### src/rtl/pipeif_fetch.sv
// Instruction-fetch stage with IF/ID register for the 5-stage MIPS pipeline.
// Variable-latency ready/valid fetch, bubble insertion and delayed-branch redirect.
module pipeif_fetch #(
  parameter logic [31:0] RESET_PC = 32'h0000_0000
) (
  input  logic        clk,
  input  logic        clr,
  input  logic [1:0]  pcsource,
  input  logic [31:0] bpc,
  input  logic [31:0] jpc,
  input  logic [31:0] da,
  input  logic        nostall,
  input  logic        imem_ready,
  input  logic [31:0] imem_rdata,
  output logic        imem_req,
  output logic [31:0] imem_addr,
  output logic [31:0] dpc4,
  output logic [31:0] dinst
);

  typedef enum logic [0:0] {
    ST_REQ = 1'b0,
    ST_BUF = 1'b1
  } st_t;

  st_t         st_r;
  logic [31:0] pc_r;
  logic [31:0] ibuf_r;
  logic        redir_v_r;
  logic [31:0] redir_pc_r;

  logic        avail_s;
  logic [31:0] inst_s;
  logic        take_s;
  logic [31:0] tgt_s;
  logic [31:0] pc4_s;

  // Memory-facing outputs depend on state only, never on imem_ready/imem_rdata.
  assign imem_req  = (st_r == ST_REQ);
  assign imem_addr = pc_r;
  assign pc4_s     = pc_r + 32'd4;
  assign take_s    = nostall & (pcsource != 2'b00);

  // Instruction source: buffered word while parked, otherwise the live response.
  always_comb begin
    avail_s = 1'b0;
    inst_s  = imem_rdata;
    if (st_r == ST_BUF) begin
      avail_s = 1'b1;
      inst_s  = ibuf_r;
    end else begin
      avail_s = imem_ready;
      inst_s  = imem_rdata;
    end
  end

  // Control-transfer target selected by decode.
  always_comb begin
    tgt_s = pc4_s;
    case (pcsource)
      2'b01:   tgt_s = bpc;
      2'b10:   tgt_s = da;
      2'b11:   tgt_s = jpc;
      default: tgt_s = pc4_s;
    endcase
  end

  // PC, fetch state, redirect latch and IF/ID register.
  always_ff @(posedge clk or posedge clr) begin
    if (clr) begin
      pc_r       <= RESET_PC;
      st_r       <= ST_REQ;
      ibuf_r     <= 32'h0000_0000;
      redir_v_r  <= 1'b0;
      redir_pc_r <= 32'h0000_0000;
      dpc4       <= 32'h0000_0000;
      dinst      <= 32'h0000_0000;
    end else if (nostall) begin
      dpc4 <= pc4_s;
      if (avail_s) begin
        // Delivered word is the delay slot; a pending redirect takes effect now.
        dinst     <= inst_s;
        pc_r      <= take_s ? tgt_s : (redir_v_r ? redir_pc_r : pc4_s);
        redir_v_r <= 1'b0;
        st_r      <= ST_REQ;
      end else begin
        dinst <= 32'h0000_0000;
        if (take_s) begin
          redir_v_r  <= 1'b1;
          redir_pc_r <= tgt_s;
        end
      end
    end else if ((st_r == ST_REQ) && imem_ready) begin
      ibuf_r <= imem_rdata;
      st_r   <= ST_BUF;
    end
  end

endmodule

### config.mk
export PLATFORM = sky130hd
export DESIGN_NAME = pipeif_fetch
export DESIGN_NICKNAME = d
export VERILOG_FILES = /design/src/rtl/pipeif_fetch.sv
export SDC_FILE = /design/constraint.sdc
export NUM_CORES = 1
export LEC_CHECK = 0
export ABC_AREA = 1
export BUFFER_PORTS_ARGS = -buffer_cell sky130_fd_sc_hd__buf_2
export CORE_UTILIZATION = 40
export CTS_CLUSTER_DIAMETER = 60
export DETAILED_ROUTE_END_ITERATION = 8
export GPL_ROUTABILITY_DRIVEN = 0
export SLEW_MARGIN = 20
export SYNTH_ARGS = -nofsm -noshare
export SYNTH_HDL_FRONTEND = slang
export SYNTH_SLANG_ARGS = --single-unit
### constraint.sdc
create_clock -name clk -period 6.1 [get_ports clk]
set_input_delay 0.305 -clock clk [delete_from_list [all_inputs] [get_ports clk]]
set_output_delay 0.305 -clock clk [all_outputs]
set_load 0.05 [all_outputs]
# Word level (Yosys, flattened, before mapping)
# Cells that the tools add are included.
# classes
bitwise	4
n_mux	11
add_sub_neg	1
n_eq_ne	4
reduce_logical	9
# op_table
cell	n
two-way mux 32 bit	4
case mux 32 bit (3 select lines)	1
adder 32 x 3 -> 32 bit, second input constant	1
AND reduction 2 bit	4
two-way mux 1 bit	6
nonzero test 2 bit	3
equality test 2 bit, second input constant	2
inverter 1 bit	3
AND reduction 3 bit	1
equality test 2 x 1 -> 1 bit, second input constant	1
!= test 2 x 1 -> 1 bit, second input constant	1
bitwise AND 1 bit	1
logical AND 1 bit	1
# word_totals
out_inout_bits	97
word_cells	36
reg_bits	162
inputBits	134

# Depth between registers and ports, before layout
# Gate-level depths: netlist of the first run.
# logic_depth
ltp_word	4
mapped_depth	12
depth_no_buf	12

# Worst setup path before layout of the first run
# OpenSTA, ideal clock, no wires.
# synth_path
path_type	flip-flop to flip-flop
startpoint	register pc_r[2], in the netlist imem_addr[2]
endpoint	register pc_r[28], in the netlist imem_addr[28]
arrival_ps	1782
path_buffers	0
required_ps	5982
stages_incl_launch_ff	13
synth_period_minus_slack_ps	1900
setup_slack_ps	4200
setup_time_ps	118
cell_sequence	dfrtp_1 -> ha_1 -> nand2_1 -> nor2_4 -> nand2_2 -> nor2_4 -> nand2_1 -> nand2_1 -> nand2_1 -> nand2_1 -> nand2_1 -> nand2_1 -> nand2_1
# synth_between
elab_chain_len	3
word_cells_on_any_way	4
classes_between	1 x add/sub; 3 x mux
# synth_rtl
item	line_no	text
start: declaration	27	logic [31:0] pc_r;
start signal: assignment	83	pc_r <= take_s ? tgt_s : (redir_v_r ? redir_pc_r : pc4_s);
adder 32 x 3 -> 32 bit (*)	41	assign pc4_s = pc_r + 32'd4;
case mux 32 bit (3 select lines) / two-way mux 32 bit (equally long branches)	60, 83	
two-way mux 32 bit (*)	83	
# Mark *: on every way between the ends. The rest lies on a longest branch, timed or not.
# A chain may end at the register's enable or synchronous reset.

# Worst setup path after layout of the first run
# layout_path
startpoint	input port nostall
endpoint	register redir_pc_r[19]
# layout_between
elab_chain_len	2
# layout_rtl
item	line_no	text
start: declaration	12	input logic nostall,
bitwise AND 1 bit	42	assign take_s = nostall & (pcsource != 2'b00);
AND reduction 3 bit (no source line) (*)	--	
end signal: assignment	90	redir_pc_r <= tgt_s;
end: declaration	30	logic [31:0] redir_pc_r;
# Marked as above.

==> results of run 1 <==
cell type report:
cell class	instances	area, µm²
Multi-Input combinational cell	788	3781
Inverter	54	210.2
Antenna cell	1	2.502
Clock inverter	15	176.4
Tap cell	270	337.8
Clock buffer	17	425.4
Fill cell	2033	10100
Timing Repair Buffer	238	1211
Sequential cell	162	4055
where the power goes:
part           internal (mW)  total [mW]  switching (mW)
logic                  0.282        1.04           0.758
registers               1.27        1.43           0.168
clock network          0.616        1.09           0.471
worst reg2reg max path: cells and delay by family (launching register included):
family	cells	cell delay, ns
buffers and inverters	3	0.79
flip-flops	1	0.40
AO/OA/AOI/OAI	1	0.05
AND/OR/NAND/NOR	3	0.86
metal layers:
metal  GRT usage  wire [µm]  vias up
met5           0          0        -
met4     0.07031        461        0
met3     0.04156       1533       31
met2      0.3507      10790      305
met1      0.3290      11190     3590
li1            -          -     3837
kinds of logic (layout without fill, tap and decap cells):
| group | Yosys count | in the layout | share of synthesized area |
|---|---|---|---|
| AO/OA/AOI/OAI | 182 | 182 | 0.1185 |
| XOR/XNOR | 13 | 13 | 0.01461 |
| adder cells (fa/ha/maj) | 1 | 1 | 0.001505 |
| buffers and inverters | 110 | 324 | 0.05721 |
| flip-flops | 162 | 162 | 0.4878 |
| multiplexers | 33 | 33 | 0.04472 |
| other | 0 | 1 | 0 |
| AND/OR/NAND/NOR | 559 | 559 | 0.2757 |
registers in the layout (all words and copies together) (netlist names):
register and flops:
st_r 1, dinst 32, redir_pc_r 32, redir_v_r 1
dpc4 32, imem_addr 32, ibuf_r 32
worst max-delay path by stage:
stage | from | endpoint | slack (ns) | depth (start not counted)
after floorplan | clr | dinst[0] | 1.42 | 1
final | nostall | redir_pc_r[19] | 3.83 | 9
after detailed placement | nostall | redir_pc_r[30] | 3.41 | 9
after CTS | redir_v_r | imem_addr[1] | 3.53 | 5
after global routing | nostall | redir_pc_r[19] | 3.53 | 9
after global placement | nostall | redir_pc_r[29] | 3.41 | 9
Yosys cell counts (all sizes together) (10+ instances only):
cell type and number:
mux2 33, a31oi 17, a21oi 111, inv 54, o21ai 41, clkbuf 18, xor2 10, nand2 362
nand3 44, nor2 144, dfrtp 162, buf 38
==> results.yml, run 1 <==
final_layout:
  final_area_um2: 10200
  final_common_cell: "nand2_1"
  post-route-util: 0.5025
  fin_nets: 1396
  layout_common_cells: "357 x nand2_1, 230 x buf_2, 161 x dfrtp_1"
  drive_gt1_frac: 0.2622
  instances_no_fill: 1545
  area_growth_pct: 22.73
synth:
  synth-main-ff-cell: "dfrtp_1"
  synth_area_per_cell_um2: 7.840
  yosys.area.top_type: "dfrtp_1"
  seq_area_frac_synth: 0.4878
  synthTopCellsByArea: "dfrtp_1 49%, nand2_1 16%, a21oi_1 6.7%"
  synth_enable_flop_cells: 0
  synthArstFlopShare: 1.000
  syn_inst: 1060
  ys_warn_count: 0
  yosysTopAreaCellShare: 0.4878
  synth.distinct_cells: 34
  ys_ff_latch: 162
  syn_nets: 1195
  syn_area_um2: 8310
global_route:
  grt_pass1_vias: 7250
  grt_start_max_net_pins: 110
  antenna_found_initial: 0
  grt_usage: 0.2291
  grt_pass1_wl_mm: 38.76
  grt_remaining_overflow: 0
timing:
  rsz0062_at_grt: "no"
  fmax_ghz: 0.4407
  worstMarginPinSlew_ns: 0.8284
  slew_headroom: 0.4464
  setup_viol: 0
  fin_crit_sh: 0.3720
  finalClockSkew_ns: 0.008412
  hold_viol: 0
  slew_viol_final: 0
  min_period_ns: 2.269
  fin_worst_hold_slack_ns: 0.02662
  setup_tns_ns: 0
  setup_slack_ns: 3.831
worst_setup_path:
  crit_slowest_cell: "buf_2"
  rrSetupSlack_ns: 3.85
  worstSetupPathType: "input pin to register"
  startpoint_type: "input pin"
  regToRegStartpoint: "st_r"
  path_cells: "buf_2, inv_2, nor2_2, buf_4, inv_2, nor2_4, inv_2, nor2_1, a21oi_1"
  crit_family: "buffers and inverters"
  cp_num_buf_inv: 5
  crit_path_frequent_cell: "inv_2"
  cp.required_ns: 6.39
  arrival_ns: 2.56
  worst-path-max-fanout: 42
  r2r-end: "redir_pc_r[19]"
  slowest_delay_ns: 0.53
  end_kind: "register"
  r2r_cells: 7
power:
  vdd_drop_max_mv: 0.1823
  leakage_nw: 5.117
  powerDensity_nw_per_um2: 349.2
  p_total_mw: 3.561
detailed_routing:
  drc: 0
  drt_iter0_markers: 597
  via_per_inst: 5.025
  drt_first_pass_iters: 5
  ant_nets: 0
  via_count: 7763
  routed_wl_mm: 23.98
  wl_per_cell_um: 15.52
die:
  start_util: 0.4094
  row_count: 52
  die_y_um: 146.1
  core_region_area_um2: 20300
  io_pins: 231
  dieArea_um2: 21360
  die_w_um: 146.1
clock_network:
  clk_pin_slew_worst_paths_ns: 0.07
  htreeDepth: 4
  post-cts-setup-buffers: 0
  ctsHoldBuffers: 0
  cts_buffers: 17
  cts_tree: "yes"
  cts-resized-gates: 0
  clock_latency_ns: 0.43
  clockBufferDepth: 2
  root_buffer: "clkbuf_16"
  cts_sinks: 162
placement:
  post-place-ws_ns: 3.406
  dpl_cell_area_um2: 9592
  dp.cells: 1512
  hpwl_mm: 17.29
  io_buffer_count: 230
outcome:
  outcome: "completed"
worst_hold_path:
  hp-class: "input pin to async pin"
run:
  cap_viol_max_count: 0
No activity file was read; power rests on OpenSTA's default activity.
==> run 2, diff against run 1 <==
--- a/config.mk
+++ b/config.mk
@@ -5,12 +5,13 @@
 export SDC_FILE = /design/constraint.sdc
 export NUM_CORES = 1
 export LEC_CHECK = 0
-export ABC_AREA = 1
+export ABC_AREA = 0
 export BUFFER_PORTS_ARGS = -buffer_cell sky130_fd_sc_hd__buf_2
 export CORE_UTILIZATION = 40
 export CTS_CLUSTER_DIAMETER = 60
 export DETAILED_ROUTE_END_ITERATION = 8
 export GPL_ROUTABILITY_DRIVEN = 0
+export PLACE_DENSITY = 0.66
 export SLEW_MARGIN = 20
 export SYNTH_ARGS = -nofsm -noshare
 export SYNTH_HDL_FRONTEND = slang
==> constraint.sdc (replaced) <==
create_clock -name clk -period 1.86 [get_ports clk]
set_input_delay 0.093 -clock clk [delete_from_list [all_inputs] [get_ports clk]]
set_output_delay 0.093 -clock clk [all_outputs]
set_load 0.05 [all_outputs]
==> run 2 against run 1 <==
Net effect:
- clock skew rose by 0.0036 ns
- flip-flop and latch count unchanged
- the flow now finishes with violations (setup timing)
- cell count is 6.7% lower
- total power rose to 3.6 times the previous value
- synthesized cell count decreased by 20%
- global-route usage increased by 1.2 points
- first-iteration DRC count is 38% lower
- non-clock buffer count up 118
- worst setup slack got worse by 3.8 ns
- die area fell by 1.3%
- sequential share of layout area is 3.9 points lower
==> results.yml, run 2 <==
detailed_routing:
  via_count: 7633
  wl_met1_mm: 11.16
  wl_met2_mm: 11.37
  drt_iter0_markers: 371
  via_per_inst: 5.293
  highest_layer: "met4"
  drc: 0
  ant_nets: 0
  drt_first_pass_iters: 5
  routed_wl_mm: 24.55
  wl_per_cell_um: 17.03
  wl_met3_mm: 1.422
worst_setup_path:
  end_kind: "register"
  slowest_delay_ns: 0.50
  crit_slowest_cell: "or4_4"
  worst-path-max-fanout: 4
  cp_num_buf_inv: 0
  r2r-end: "imem_addr[26]"
  worstSetupPathType: "register to register"
  arrival_ns: 2.22
  crit_family: "simple AND/OR/NAND/NOR gates"
  r2r_cells: 6
  startpoint_type: "register"
  cp.required_ns: 2.21
  path_cells: "ha_4, nand3_4, or2_4, or4_4, o311a_1, o22ai_1"
  rrSetupSlack_ns: -0.01
  regToRegStartpoint: "imem_addr[2]"
clock_network:
  clk_pin_slew_worst_paths_ns: 0.07
  htreeDepth: 4
  cts_buffers: 17
  clockBufferDepth: 2
  root_buffer: "clkbuf_16"
  clock_latency_ns: 0.43
  cts_sinks: 162
  cts_tree: "yes"
global_route:
  antenna_found_initial: 0
  grt_pass1_wl_mm: 39.79
  grt_remaining_overflow: 0
  grt_pass1_vias: 7279
  grt_usage: 0.2407
  grt_start_max_net_pins: 103
die:
  dieArea_um2: 21070
  row_count: 52
  core_region_area_um2: 20170
  io_pins: 231
  die_w_um: 145.2
  start_util: 0.4065
  die_y_um: 145.2
final_layout:
  area_growth_pct: 38.59
  final_common_cell: "buf_2"
  n_fill_cell: 1775
  final_area_um2: 11360
  layout_common_cells: "229 x buf_2, 141 x dfrtp_1, 130 x a21oi_1"
  instances_no_fill: 1442
  n_antenna_cell: 0
  drive_gt1_frac: 0.3882
  fin_nets: 1294
timing:
  finalClockSkew_ns: 0.01199
  setup_viol: 1
  fin_worst_hold_slack_ns: 0.01495
  worstMarginPinSlew_ns: 0.6453
  setup_slack_ns: -0.01313
  fin_crit_sh: 1.007
  setup_tns_ns: -0.01313
  rsz0062_at_grt: "yes"
  slew_viol_final: 0
  slew_headroom: 0.5698
  fmax_ghz: 0.5339
  min_period_ns: 1.873
  hold_viol: 0
power:
  leakage_nw: 5.240
  powerDensity_nw_per_um2: 1132
  vdd_drop_max_mv: 0.5090
synth:
  syn_inst: 849
  syn_area_um2: 8199
  seq_area_frac_synth: 0.4944
  synth_enable_flop_cells: 0
  yosysTopAreaCellShare: 0.4944
  synth-main-ff-cell: "dfrtp_1"
  yosysMostFrequentCell: "dfrtp_1"
  ys_ff_latch: 162
  ys_top_cells_by_count: "162 x dfrtp_1, 130 x a21oi_1, 94 x nor2_1, 61 x mux2_2, 59 x nand2_1"
  yosys.area.top_type: "dfrtp_1"
  synth.distinct_cells: 60
  synthTopCellsByArea: "dfrtp_1 49%, mux2_2 8.4%, a21oi_1 7.9%"
  ys_warn_count: 0
  synthArstFlopShare: 1.000
  synth_area_per_cell_um2: 9.657
  syn_nets: 984
placement:
  dpl_cell_area_um2: 10200
  hpwl_mm: 17.42
  dp.cells: 1360
  io_buffer_count: 230
worst_hold_path:
  holdPathEnd: "redir_pc_r[16]"
  min-delay-start: "da[16]"
  whs_path_depth: 3
  hp-class: "input pin to register"
outcome:
  violations: "setup timing"
  outcome: "finished, violations left"
run:
  cap_viol_max_count: 0
run 2: logic make-up (layout without fill, tap and decap cells):
group | after synthesis | in the layout | synth area share
AO/OA/AOI/OAI | 259 | 259 | 0.1872
multiplexers | 78 | 78 | 0.1045
XOR/XNOR | 28 | 28 | 0.02991
flip-flops | 162 | 162 | 0.4944
AND/OR/NAND/NOR | 240 | 240 | 0.1434
buffers and inverters | 81 | 404 | 0.03891
adder cells (fa/ha/maj) | 1 | 1 | 0.001526
run 2: worst max-delay path by stage:
stage            startpoint            end  slack, ns  cells after the start
6_report       imem_addr[2]  imem_addr[26]      -0.01                      6
5_1_grt        imem_addr[2]  imem_addr[26]      -0.09                      6
4_1_cts        imem_addr[9]  imem_addr[26]      -0.05                      5
3_5_place_dp   imem_addr[2]  imem_addr[26]      -0.06                      6
3_3_place_gp   imem_addr[2]  imem_addr[26]      -0.04                      6
2_1_floorplan           clr  imem_addr[10]      -0.46                      1
run 2: worst register-to-register path: cells and delay by family, from the launching register on:
family          cells  cell delay [ns]
flops               1             0.40
fa+ha+maj           1             0.15
simple gates        3             0.83
compound gates      2             0.40
run 2: area by class of cell:
cell class / count / area (µm²) / area share
Timing Repair Buffer: 356 / 2293 / 0.2018
Sequential cell: 162 / 4080 / 0.3591
Tap cell: 270 / 337.8 / 0.02973
Multi-Input combinational cell: 606 / 3958 / 0.3483
Clock buffer: 18 / 429.2 / 0.03777
Inverter: 16 / 63.81 / 0.005616
Clock inverter: 14 / 201.4 / 0.01773
run 2: timing repair:
| action | CTS | global route |
|---|---|---|
| pin swaps | 4 | 7 |
| setup buffers | 4 | 3 |
| hold buffers | 43 | 0 |
| endpoints found under the setup margin | 5 | 19 |
| resized for setup | 1 | 11 |
| hold endpoints to repair | 204 | 0 |
run 2: stage by stage:
stage | total power [mW] | util | setup slack [ns]
after floorplan | 7.641 | - | -0.4647
after global placement | 8.945 | 0.5057 | -0.04211
after detailed placement | 9.026 | 0.5057 | -0.06395
after CTS | 12.93 | 0.5599 | -0.04523
after global routing | 13.49 | 0.5634 | -0.08870
final | 12.87 | 0.5634 | -0.01313
run 2: layer usage:
| layer | track usage | vias to the layer above |
|---|---|---|
| met4 | 0.08526 | 0 |
| met3 | 0.04497 | 39 |
| met1 | 0.3316 | 3593 |
| met2 | 0.3788 | 320 |
| li1 | - | 3681 |
| met5 | 0 | - |
run 2: power by group:
part	switching, mW	internal (mW)	total (mW)
Sequential	0.459	4.23	4.69
Combinational	2.93	1.48	4.41
Clock	1.49	2.27	3.76
Total	4.88	7.98	12.9
==> run 3, diff against run 2 <==
--- a/config.mk
+++ b/config.mk
@@ -5,7 +5,7 @@
 export SDC_FILE = /design/constraint.sdc
 export NUM_CORES = 1
 export LEC_CHECK = 0
-export ABC_AREA = 0
+export ABC_AREA = 1
 export BUFFER_PORTS_ARGS = -buffer_cell sky130_fd_sc_hd__buf_2
 export CORE_UTILIZATION = 40
 export CTS_CLUSTER_DIAMETER = 60
==> constraint.sdc (replaced) <==
create_clock -name clk -period 1.86 [get_ports clk]
set_input_delay 0 -clock clk [delete_from_list [all_inputs] [get_ports clk]]
set_output_delay 0 -clock clk [all_outputs]
set_load 0.05 [all_outputs]
==> run 3 against run 2 <==
Net effect:
- the flow now finishes without violations
- non-clock buffer count shrank 9
- worst setup slack gained 0.15 ns
- combinational power shrank 14%
- cell count grew 15%
- worst hold slack lost 0.014 ns
- cell area shrank 0.67%
- largest power group unchanged
- die area grew 1.3%
- via count grew 7.3%
- utilization shrank 0.74 points
- critical path depth grew 4
==> results.yml, run 3 (synthesis results as in run 1) <==
outcome:
  outcome: "completed"
die:
  start_util: 0.4094
  io_pins: 231
  die_y_um: 146.1
  die_w_um: 146.1
  dieArea_um2: 21360
  core_region_area_um2: 20300
  row_count: 52
timing:
  finalClockSkew_ns: 0.01082
  slew_headroom: 0.4660
  hold_viol: 0
  setup_tns_ns: 0
  slew_viol_final: 0
  fmax_ghz: 0.5799
  min_period_ns: 1.724
  setup_slack_ns: 0.1357
  rsz0062_at_grt: "no"
  setup_viol: 0
  worstMarginPinSlew_ns: 0.8010
  fin_crit_sh: 0.9270
final_layout:
  n_fill_cell: 1883
  instances_no_fill: 1653
  n_antenna_cell: 0
  drive_gt1_frac: 0.2596
  final_area_um2: 11290
  layout_common_cells: "357 x nand2_1, 230 x buf_2, 162 x dfrtp_1"
  final_common_cell: "nand2_1"
  area_growth_pct: 35.82
  fin_nets: 1505
power:
  p_switching_mw: 4.725
  vdd_drop_max_mv: 0.4651
  leakage_nw: 5.627
  switching_share: 0.3947
  p_int_mw: 7.246
  p_total_mw: 11.97
  p_seq_frac: 0.384
  powerDensity_nw_per_um2: 1061
  combPwrFrac: 0.319
  clockPowerShare: 0.297
global_route:
  grt_pass1_vias: 7740
  grt_remaining_overflow: 0
  grt_pass1_wl_mm: 40.75
  grt_start_max_net_pins: 73
  grt_usage: 0.2409
  antenna_found_initial: 0
worst_setup_path:
  worst-path-max-fanout: 5
  startpoint_type: "register"
  regToRegStartpoint: "imem_addr[2]"
  worstSetupPathType: "register to register"
  cp.required_ns: 2.18
  slowest_delay_ns: 0.41
  cp-startpoint: "imem_addr[2]"
  arrival_ns: 2.04
  crit_path_frequent_cell: "nand2_1"
  critical_path_depth: 10
  crit_slowest_cell: "dfrtp_1"
  cp_num_buf_inv: 0
  path_cells: "ha_1, nand2_1, nor2_4, nand2_1, nor2_1, nand3_1, nand3_1, nand2_1, nand2_1, nand2_1"
  r2r_cells: 10
  crit_family: "simple AND/OR/NAND/NOR gates"
  end_kind: "register"
worst_hold_path:
  hp-class: "input pin to register"
  whs_path_depth: 5
  min-delay-start: "bpc[26]"
placement:
  io_buffer_count: 230
  hpwl_mm: 18.00
  post-place-ws_ns: 0.1368
  dpl_cell_area_um2: 9821
  dp.cells: 1536
detailed_routing:
  ant_nets: 0
  routed_wl_mm: 25.43
  drc: 0
  drt_iter0_markers: 618
  drt_first_pass_iters: 6
  wl_per_cell_um: 15.39
  via_per_inst: 4.956
  via_count: 8192
clock_network:
  clock_latency_ns: 0.43
  clk_pin_slew_worst_paths_ns: 0.07
  cts_tree: "yes"
  root_buffer: "clkbuf_16"
  cts_buffers: 17
  htreeDepth: 4
  cts_sinks: 162
  clockBufferDepth: 2
run:
  cap_viol_max_count: 0
run 3: cell types whose count changed in the layout (fill, tap and decap cells not counted), sizes merged, moves of 17 or more:
cell	previous run	this run
nand2	59	362
buf	313	263
nor2	94	144
inv	19	61
dlygate4sd3	43	84
and3	35	0
mux2	61	33
nand3	16	44
a21oi	130	111
mux2i	17	0
xnor2	20	3
run 3: area by class of cell:
cell class / count / area (µm²) / share of cell area
multi-input combinational: 788 / 3789 / 0.3357
tap: 270 / 337.8 / 0.02993
clock inverter: 15 / 185.2 / 0.01641
sequential: 162 / 4054 / 0.3592
clock buffer: 17 / 425.4 / 0.03769
timing repair buffer: 347 / 2290 / 0.2029
inverter: 54 / 206.4 / 0.01829
run 3: routing by layer:
metal,vias up,share of wire,GRT usage
met1,3780,0.45,0.3368
met4,0,0.017,0.06719
met5,-,0,0
li1,4045,-,-
met2,340,0.47,0.3852
met3,27,0.063,0.04031
run 3: power by group through the flow:
stage | Combinational (mW) | Clock [mW] | Sequential (mW)
finish | 3.81 | 3.56 | 4.60
CTS | 3.81 | 3.64 | 4.59
global placement | 3.61 | 0 | 4.63
floorplan | 1.35 | 0 | 5.80
detailed placement | 3.63 | 0 | 4.65
global route | 4.10 | 3.77 | 4.68
run 3: path summary, 6_finish.rpt:
check                                 end  slack [ns]
max reg2reg                 imem_addr[24]        0.14
min reg2reg                redir_pc_r[23]        0.48
min in group asynchronous       dinst[29]        0.05
min                        redir_pc_r[26]      0.0005
max                         imem_addr[24]        0.14
max in group asynchronous  redir_pc_r[19]        1.17
run 3: worst reg2reg max path, stage by stage (launching register included):
cell	delay, ns
dfrtp_1	0.41
ha_1	0.21
nand2_1	0.11
nor2_4	0.16
nand2_1	0.13
nor2_1	0.19
nand3_1	0.14
nand3_1	0.13
nand2_1	0.05
nand2_1	0.05
nand2_1	0.04
run 3: repair_timing:
item / CTS / global route
resized for setup: 0 / 2
hold endpoints to repair: 262 / 0
setup buffers: 0 / 1
hold buffers: 84 / 0
endpoints found under the setup margin: 0 / 6
run 3: per-stage QoR:
| stage | hold slack (ns) | util |
|---|---|---|
| 6_report | 0.0004771 | 0.5560 |
| 5_1_grt | 0.01268 | 0.5560 |
| 4_1_cts | 0.0008099 | 0.5553 |
| 3_5_place_dp | -0.05781 | 0.4838 |
| 3_3_place_gp | -0.05588 | 0.4838 |
| 2_1_floorplan | 0.1360 | - |
